File: config.mk
export PLATFORM = sky130hd
export DESIGN_NAME = stall_ctrl
export DESIGN_NICKNAME = d
export VERILOG_FILES = /design/src/rtl/stall_ctrl.sv
export SDC_FILE = /design/constraint.sdc
export NUM_CORES = 1
export LEC_CHECK = 0
export ABC_AREA = 1
export CORE_MARGIN = 2
export CORE_UTILIZATION = 35
export CTS_CLUSTER_DIAMETER = 200
export DETAILED_ROUTE_END_ITERATION = 10
export PLACE_DENSITY = 0.81
export SYNTH_ARGS = -nofsm -noshare
export SYNTH_HDL_FRONTEND = slang
export SYNTH_SLANG_ARGS = --single-unit
File: constraint.sdc
create_clock -name clk_i -period 1.35 [get_ports clk_i]
set_input_delay 0.27 -clock clk_i [delete_from_list [all_inputs] [get_ports clk_i]]
set_output_delay 0.27 -clock clk_i [all_outputs]
set_load 0.01 [all_outputs]
File: src/rtl/stall_ctrl.sv
// rtl/stall_ctrl.sv - pipeline stall/sequencing controller with MUL/DIV latency FSM
//
// Drives the 6-bit StallBus (bit0 PC, 1 IF, 2 ID, 3 EX, 4 MEM, 5 WB; 1 = Stop)
// from two sources: the single-cycle ID load-use request and the multi-cycle
// MUL/DIV unit in EX, which is sequenced by an internal FSM and latency counter.
//
// Optional feature: define STALL_CTRL_PERF_EN to build the saturating 32-bit
// EX/ID stall-cycle counters; otherwise both counter outputs are tied to zero.
//
// Ports:
//   clk_i            system clock, rising edge
//   rst_i            asynchronous active-high reset
//   flush_i          pipeline flush; aborts any MUL/DIV sequence
//   stallreq_id_i    load-use hazard request from ID (same cycle)
//   md_mul_start_i   EX holds a MUL/MULT(U) this cycle
//   md_div_start_i   EX holds a DIV(U) this cycle
//   stall_o          StallBus
//   md_busy_o        MUL/DIV sequence in progress
//   md_ready_o       one-cycle pulse, MUL/DIV result valid
//   stall_cyc_ex_o   EX-stall cycle count
//   stall_cyc_id_o   ID-stall cycle count
module stall_ctrl #(
  parameter int MUL_LAT = 4,
  parameter int DIV_LAT = 33,
  parameter int CNT_W   = 6
) (
  input  logic        clk_i,
  input  logic        rst_i,
  input  logic        flush_i,
  input  logic        stallreq_id_i,
  input  logic        md_mul_start_i,
  input  logic        md_div_start_i,
  output logic [5:0]  stall_o,
  output logic        md_busy_o,
  output logic        md_ready_o,
  output logic [31:0] stall_cyc_ex_o,
  output logic [31:0] stall_cyc_id_o
);

  typedef enum logic [1:0] {
    S_IDLE,
    S_MUL_BUSY,
    S_DIV_BUSY,
    S_DONE
  } state_e;

  localparam logic [CNT_W-1:0] MUL_LOAD = CNT_W'(MUL_LAT - 2);
  localparam logic [CNT_W-1:0] DIV_LOAD = CNT_W'(DIV_LAT - 2);
  localparam logic [CNT_W-1:0] CNT_ONE  = CNT_W'(1);

  state_e           state_q;
  logic [CNT_W-1:0] cnt_q;
  logic             md_ready_q;

  logic busy;
  logic accept;
  logic start_any;
  logic stall_ex;

  assign busy      = (state_q == S_MUL_BUSY) || (state_q == S_DIV_BUSY);
  assign accept    = (state_q == S_IDLE) || (state_q == S_DONE);
  assign start_any = md_mul_start_i || md_div_start_i;
  assign stall_ex  = (accept && start_any) || busy;

  // The counter holds the number of busy cycles still to run, the current one
  // included. An op of latency L spends one start cycle plus L-2 busy cycles
  // before DONE, so the last busy cycle is the one that sees a count of 1.
  // A latency of 2 has no busy cycles and goes straight to DONE.
  always_ff @(posedge clk_i or posedge rst_i) begin
    if (rst_i) begin
      state_q    <= S_IDLE;
      cnt_q      <= '0;
      md_ready_q <= 1'b0;
    end else if (flush_i) begin
      state_q    <= S_IDLE;
      cnt_q      <= '0;
      md_ready_q <= 1'b0;
    end else begin
      case (state_q)
        S_IDLE, S_DONE: begin
          state_q    <= S_IDLE;
          cnt_q      <= '0;
          md_ready_q <= 1'b0;
          if (md_div_start_i) begin
            if (DIV_LOAD == '0) begin
              state_q    <= S_DONE;
              md_ready_q <= 1'b1;
            end else begin
              state_q <= S_DIV_BUSY;
              cnt_q   <= DIV_LOAD;
            end
          end else if (md_mul_start_i) begin
            if (MUL_LOAD == '0) begin
              state_q    <= S_DONE;
              md_ready_q <= 1'b1;
            end else begin
              state_q <= S_MUL_BUSY;
              cnt_q   <= MUL_LOAD;
            end
          end
        end
        S_MUL_BUSY, S_DIV_BUSY: begin
          if (cnt_q <= CNT_ONE) begin
            state_q    <= S_DONE;
            cnt_q      <= '0;
            md_ready_q <= 1'b1;
          end else begin
            cnt_q <= cnt_q - CNT_ONE;
          end
        end
        default: begin
          state_q    <= S_IDLE;
          cnt_q      <= '0;
          md_ready_q <= 1'b0;
        end
      endcase
    end
  end

  // A flush landing on the DONE cycle cancels the result pulse.
  assign md_ready_o = md_ready_q && !flush_i;
  assign md_busy_o  = !rst_i && (busy || stall_ex);

  always_comb begin
    stall_o = 6'b000000;
    if (rst_i || flush_i) begin
      stall_o = 6'b000000;
    end else if (stall_ex) begin
      stall_o = 6'b001111;
    end else if (stallreq_id_i) begin
      stall_o = 6'b000111;
    end
  end

`ifdef STALL_CTRL_PERF_EN
  logic [31:0] cyc_ex_q;
  logic [31:0] cyc_id_q;

  always_ff @(posedge clk_i or posedge rst_i) begin
    if (rst_i) begin
      cyc_ex_q <= '0;
      cyc_id_q <= '0;
    end else begin
      if ((stall_o == 6'b001111) && (cyc_ex_q != 32'hFFFF_FFFF)) begin
        cyc_ex_q <= cyc_ex_q + 32'd1;
      end
      if ((stall_o == 6'b000111) && (cyc_id_q != 32'hFFFF_FFFF)) begin
        cyc_id_q <= cyc_id_q + 32'd1;
      end
    end
  end

  assign stall_cyc_ex_o = cyc_ex_q;
  assign stall_cyc_id_o = cyc_id_q;
`else
  assign stall_cyc_ex_o = 32'h0;
  assign stall_cyc_id_o = 32'h0;
`endif

endmodule
==> results of run 1 <==
## synthesized netlist by cell type
library cell,n
nor2_4,1
nor2_2,3
nand3_2,1
nand2_2,3
o21ai_0,2
inv_1,18
ha_1,2
o21ai_4,1
nand2_4,2
conb_1,1
nand2_1,15
a21oi_1,7
o21bai_1,1
nand3_1,3
nor2_1,9
nor3_1,1
inv_2,3
dfrtp_1,9
buf_4,68
## sequential cells by signal, indices dropped and copies added (netlist names)
signal	flops
cnt_q	6
md_ready_q	1
state_q	2
## routing by layer
| metal | GRT usage, % | part of all wire [%] | up-vias |
|---|---|---|---|
| li1 | - | - | 355 |
| met3 | 1.30 | 8.1 | 5 |
| met2 | 14.0 | 54 | 38 |
| met1 | 8.27 | 35 | 308 |
| met4 | 5.71 | 2.4 | 0 |
| met5 | 0 | 0 | - |
## where the power goes
group	internal, mW	switching, mW	total [mW]
Combinational	0.188	0.321	0.509
Sequential	0.307	0.0291	0.336
Clock	0.114	0.0908	0.205
## cell type report
| class | count | area share, % |
|---|---|---|
| repair buffers | 20 | 14.8 |
| clock buffers | 4 | 2.33 |
| flip-flops and latches | 9 | 20.0 |
| multi-input cells | 117 | 50.8 |
| well taps | 44 | 4.88 |
| inverters | 21 | 7.21 |
## tightest hold or removal path, stage by stage
cell and delay, ps:
clkdlybuf4s50_1 430, inv_1 80, buf_4 170
## what timing repair did
action                     in CTS  in global routing
resized for setup              25                 16
setup endpoints to repair       6                 14
setup buffers                   1                  3
pin swaps                       1                  3
hold buffers                    0                  0
## logic make-up after synthesis
group	count (synthesis)	share of synthesized area (%)
buf+inv	89	53.4
fa+ha+maj	2	2.27
simple gates	38	17.3
compound gates	11	6.24
other cells	1	0.340
flops	9	20.4
## metrics by stage
| stage | area [um2] | total power [mW] | setup TNS, ps |
|---|---|---|---|
| 3_5_place_dp | 1040 | 0.782 | -2770 |
| 4_1_cts | 1050 | 0.988 | -705 |
| 5_1_grt | 1130 | 1.15 | -975 |
| 6_report | 1130 | 1.05 | -638 |
| 2_1_floorplan | 1350 | 0.811 | 0 |
| 3_3_place_gp | 1040 | 0.770 | -2610 |
## how the worst max path moves through the flow
stage                                start          to  slack, ps
detailed placement          md_div_start_i  stall_o[2]       -520
floorplan           state_q[1]$_DFFE_PP0P_  stall_o[1]         30
CTS                 state_q[0]$_DFFE_PP0P_  stall_o[2]       -150
finish                             flush_i  stall_o[1]       -140
global route                       flush_i  stall_o[1]       -200
global placement            md_div_start_i  stall_o[1]       -480
==> results.py, run 1 <==
metrics = {
    "sta": {
        "rsz0062_at_grt": "true",
        "hold_violations": 0,
        "finalSetupViolCount": 5,
        "setup_ws_ps": -144,
        "fin_crit_ps": 1490,
        "holdWs_ps": 351,
        "finalCritPeriodShare_pct": 111,
        "timing.fmax_mhz": 669,
        "maxSlewViolCount": 0,
        "skew_ps": 0.503,
    },
    "cells_and_area": {
        "final_cell_mix": "conb_1 (66), inv_1 (15), nand2_1 (11)",
        "antennaDiodeCount": 0,
        "synthToLayoutAreaGrowth_pct": 2.15,
        "regArea_um2": 225,
        "fin_util_pct": 37.2,
        "drive_gt1_share_pct": 24.6,
        "fill_cells": 333,
        "instances_no_fill": 215,
        "multi_input_area_um2": 573,
        "nNetsFinal": 180,
        "final_common_cell": "conb_1",
    },
    "detailed_routing": {
        "drtIter0Drc": 10,
        "ant_nets": 0,
        "dr.pass1.iters": 3,
        "wl_per_cell_um": 6.57,
        "routed_wl_um": 1410,
        "viasPerCell": 3.28,
        "drc": 0,
        "vias": 706,
    },
    "grt": {
        "grt_pass1_wl_um": 2100,
        "grt_max_degree": 10,
        "antenna_found_initial": 0,
        "grt_remaining_overflow": 0,
        "grt_pass1_vias": 533,
        "track_usage_pct": 7.88,
    },
    "synthesis": {
        "yosysWarnings": 0,
        "ys_seq_area_share_pct": 20.4,
        "yosys-top-cells-area": "buf_4 (46%), dfrtp_1 (20%), inv_1 (6.1%)",
        "netlist_instances": 150,
        "synth-seq-cells": 9,
        "syn_area_um2": 1100,
        "synth_top_cell_by_area": "buf_4",
        "yosys.cell_types.count": 19,
        "syn_area_per_cell_um2": 7.36,
        "netlist.area_leader.share_pct": 46.3,
    },
    "status": {
        "violations": "negative setup slack",
        "outcome": "finished, violations left",
    },
    "critical_path": {
        "crit_type": "input port to output port",
        "reg2reg_from": "cnt_q[0]$_DFF_PP0_",
        "critPathCaptureType": "output port",
        "cp_num_buf_inv": 2,
        "path_delay_family": "buffers and inverters",
        "regToRegSetupSlack_ps": 140,
        "path_cells": "clkdlybuf4s50_1 -> nor2_2 -> nand2_1 -> nand2_4 -> buf_6",
        "slowest_delay_ps": 460,
        "start_kind": "input port",
        "r2r-end": "md_ready_q$_DFFE_PP0P_",
        "slowest_stage": "clkdlybuf4s50_1",
        "worstPathRequired_ps": 1080,
        "worst-path-max-fanout": 3,
        "reg2reg_depth": 7,
        "worstSetupPathDepth": 5,
        "arrival_ps": 1220,
    },
    "clock_network": {
        "cts_buffers": 3,
        "cts_tree": "done",
        "clock-root-buffer": "clkbuf_4",
        "cts_max_level": 1,
        "clock_latency_ps": 260,
        "cts_sinks": 9,
        "clk_pin_slew_ps": 60,
        "cts.path.max_buffers": 2,
    },
    "place": {
        "gp_congestion": 0.793,
        "port_buffers": 11,
        "post-place-ws_ps": -523,
        "dp_cells": 207,
        "dp_hpwl_um": 1170,
    },
    "floorplanning": {
        "coreArea_um2": 3030,
        "rows": 20,
        "initial_core_util_pct": 36.4,
        "die-area_um2": 3620,
        "die_h_um": 60.2,
        "num_io_pins": 78,
        "die_w_um": 60.2,
    },
    "min_path": {
        "hold_class": "input port to async pin",
    },
    "run": {
        "drv_cap": 0,
    },
    "power": {
        "p_leak_nw": 0.672,
        "ir_drop_mv": 0.435,
        "power_density_nw_per_um2": 931,
    },
}
No activity file was read; power rests on OpenSTA's default activity.
==> run 2, diff against run 1 <==
==> constraint.sdc (replaced) <==
create_clock -name clk_i -period 1.35 [get_ports clk_i]
set_input_delay 0.27 -clock clk_i [delete_from_list [all_inputs] [get_ports clk_i]]
set_output_delay 0.27 -clock clk_i [all_outputs]
set_load 0.02 [all_outputs]
==> run 2 against run 1 <==
Net effect: the run still ends with negative setup slack left; first-iteration DRC count fell by 70%; global-route usage rose by 0.078 points; sequential power barely moved; register-to-register slack got worse by 30 ps; cell area rose by 0.89%; power rose by 8.8%; sequential cell count did not move; maximum frequency rose by 0.49%; largest power group unchanged; count of clock-buffer cells in the layout did not move; die area did not move.
==> results.py, run 2 (synthesis gave the netlist of run 1 again) <==
metrics = {
    "place": {
        "post-place-ws_ps": -571,
        "dp_cells": 207,
        "port_buffers": 11,
        "gp_congestion": 0.773,
        "dp_hpwl_um": 1210,
    },
    "grt": {
        "grt_pass1_wl_um": 2110,
        "grt_max_degree": 10,
        "grt_pass1_vias": 534,
        "antenna_found_initial": 0,
        "grt_remaining_overflow": 0,
        "track_usage_pct": 7.96,
    },
    "clock_network": {
        "clock_latency_ps": 260,
        "cts.path.max_buffers": 2,
        "cts_max_level": 1,
        "cts_buffers": 3,
        "cts_sinks": 9,
        "clk_pin_slew_ps": 60,
        "clock-root-buffer": "clkbuf_4",
        "ctsHoldBuffers": 0,
        "cts_tree": "done",
    },
    "sta": {
        "finalCritPeriodShare_pct": 110,
        "skew_ps": 6.22,
        "timing.fmax_mhz": 673,
        "hold_violations": 0,
        "finalSetupViolCount": 5,
        "fin_crit_ps": 1490,
        "rsz0062_at_grt": "true",
        "setup_ws_ps": -137,
        "holdWs_ps": 397,
        "maxSlewViolCount": 0,
    },
    "critical_path": {
        "crit_type": "flop to output port",
        "regToRegSetupSlack_ps": 110,
        "arrival_ps": 1220,
        "r2r-end": "state_q[1]$_DFFE_PP0P_",
        "reg2reg_from": "cnt_q[0]$_DFF_PP0_",
        "worst-path-max-fanout": 3,
        "slowest_delay_ps": 410,
        "worstPathRequired_ps": 1080,
        "reg2reg_depth": 8,
        "path_common_cell": "nand2_4",
        "critPathCaptureType": "output port",
        "slowest_stage": "dfrtp_1",
        "start_kind": "flop",
        "path_cells": "inv_2 -> nand2_2 -> nand2_4 -> inv_4 -> nand2_4 -> nand2_4 -> nand2_4 -> buf_6",
    },
    "cells_and_area": {
        "final_cell_mix": "conb_1 (66), inv_1 (13), nand2_1 (11)",
        "largest_reg_flops": 6,
        "fill_cells": 321,
        "synthToLayoutAreaGrowth_pct": 3.06,
        "fin_util_pct": 37.6,
        "instances_no_fill": 214,
        "drive_gt1_share_pct": 24.7,
        "largest_register": "cnt_q",
        "nNetsFinal": 179,
        "top_regs": "cnt_q x6, state_q x2, md_ready_q x1",
        "final_common_cell": "conb_1",
        "antennaDiodeCount": 0,
    },
    "power": {
        "ir_drop_mv": 0.551,
        "power_density_nw_per_um2": 1000,
        "p_leak_nw": 0.678,
        "p_total_mw": 1.14,
    },
    "floorplanning": {
        "die_w_um": 60.2,
        "num_io_pins": 78,
        "die-area_um2": 3620,
        "coreArea_um2": 3030,
        "initial_core_util_pct": 36.4,
        "die_h_um": 60.2,
        "rows": 20,
    },
    "detailed_routing": {
        "ant_nets": 0,
        "viasPerCell": 3.29,
        "routed_wl_um": 1460,
        "drc": 0,
        "vias": 704,
        "drtIter0Drc": 3,
        "wl_per_cell_um": 6.84,
        "dr.pass1.iters": 4,
    },
    "status": {
        "outcome": "finished, violations left",
        "violations": "negative setup slack",
    },
    "min_path": {
        "hold_class": "input port to async pin",
    },
    "run": {
        "drv_cap": 0,
    },
}
==> run 2: cell count changes in the layout (fill, tap and decap cells not counted), sizes merged <==
cell,previous run,this run
clkdlybuf4s50,5,4
clkbuf,5,4
dlymetal6s2s,0,1
==> run 2: how the worst max path moves through the flow <==
stage / to / cells after the start / startpoint
final: stall_o[0] / 8 / state_q[0]$_DFFE_PP0P_
after global routing: stall_o[1] / 8 / state_q[0]$_DFFE_PP0P_
after floorplan: stall_o[1] / 8 / state_q[1]$_DFFE_PP0P_
after CTS: stall_o[2] / 8 / state_q[0]$_DFFE_PP0P_
after detailed placement: stall_o[2] / 5 / flush_i
after global placement: stall_o[1] / 5 / flush_i
==> run 2: repair_timing <==
| action | CTS | global route |
|---|---|---|
| resized for setup | 38 | 13 |
| pin swaps | 1 | 1 |
| endpoints found under the setup margin | 6 | 13 |
| setup buffers | 3 | 0 |
==> run 2: layout make-up <==
cell class	count	area, um2	area share [%]
flip-flops and latches	9	225	19.8
repair buffers	19	174	15.3
inverters	21	81.3	7.15
multi-input cells	117	576	50.6
well taps	44	55.1	4.84
clock buffers	4	26.3	2.31
==> run 2: power breakdown <==
part           internal (mW)  leakage [nW]  switching [mW]
clock network          0.114        0.0150          0.0937
logic                  0.182         0.546           0.414
registers              0.307         0.117          0.0312
total                  0.603         0.678           0.539
==> run 2: stage by stage <==
stage | area (um2) | TNS, ps
floorplan | 1350 | 0
global placement | 1040 | -3020
detailed placement | 1040 | -3100
CTS | 1100 | -780
global route | 1140 | -995
finish | 1140 | -620
==> run 2: layer usage <==
layer / global-route usage (%) / share of wire (%)
met1: 8.24 / 36
met2: 14.3 / 55
met4: 1.90 / 0
met5: 0 / 0
met3: 3.90 / 8.9
==> run 2: critical path, delay by kind of cell (launching register included) <==
kind	cells	cell delay, ps
AND/OR/NAND/NOR	5	330
flip-flops	1	410
buffers and inverters	3	230
==> run 3, diff against run 2 <==
Settings changed: GPL_TIMING_DRIVEN from default to 1.
==> results of run 3 <==
Final layout, timing and power as in run 2 (identical DEF).
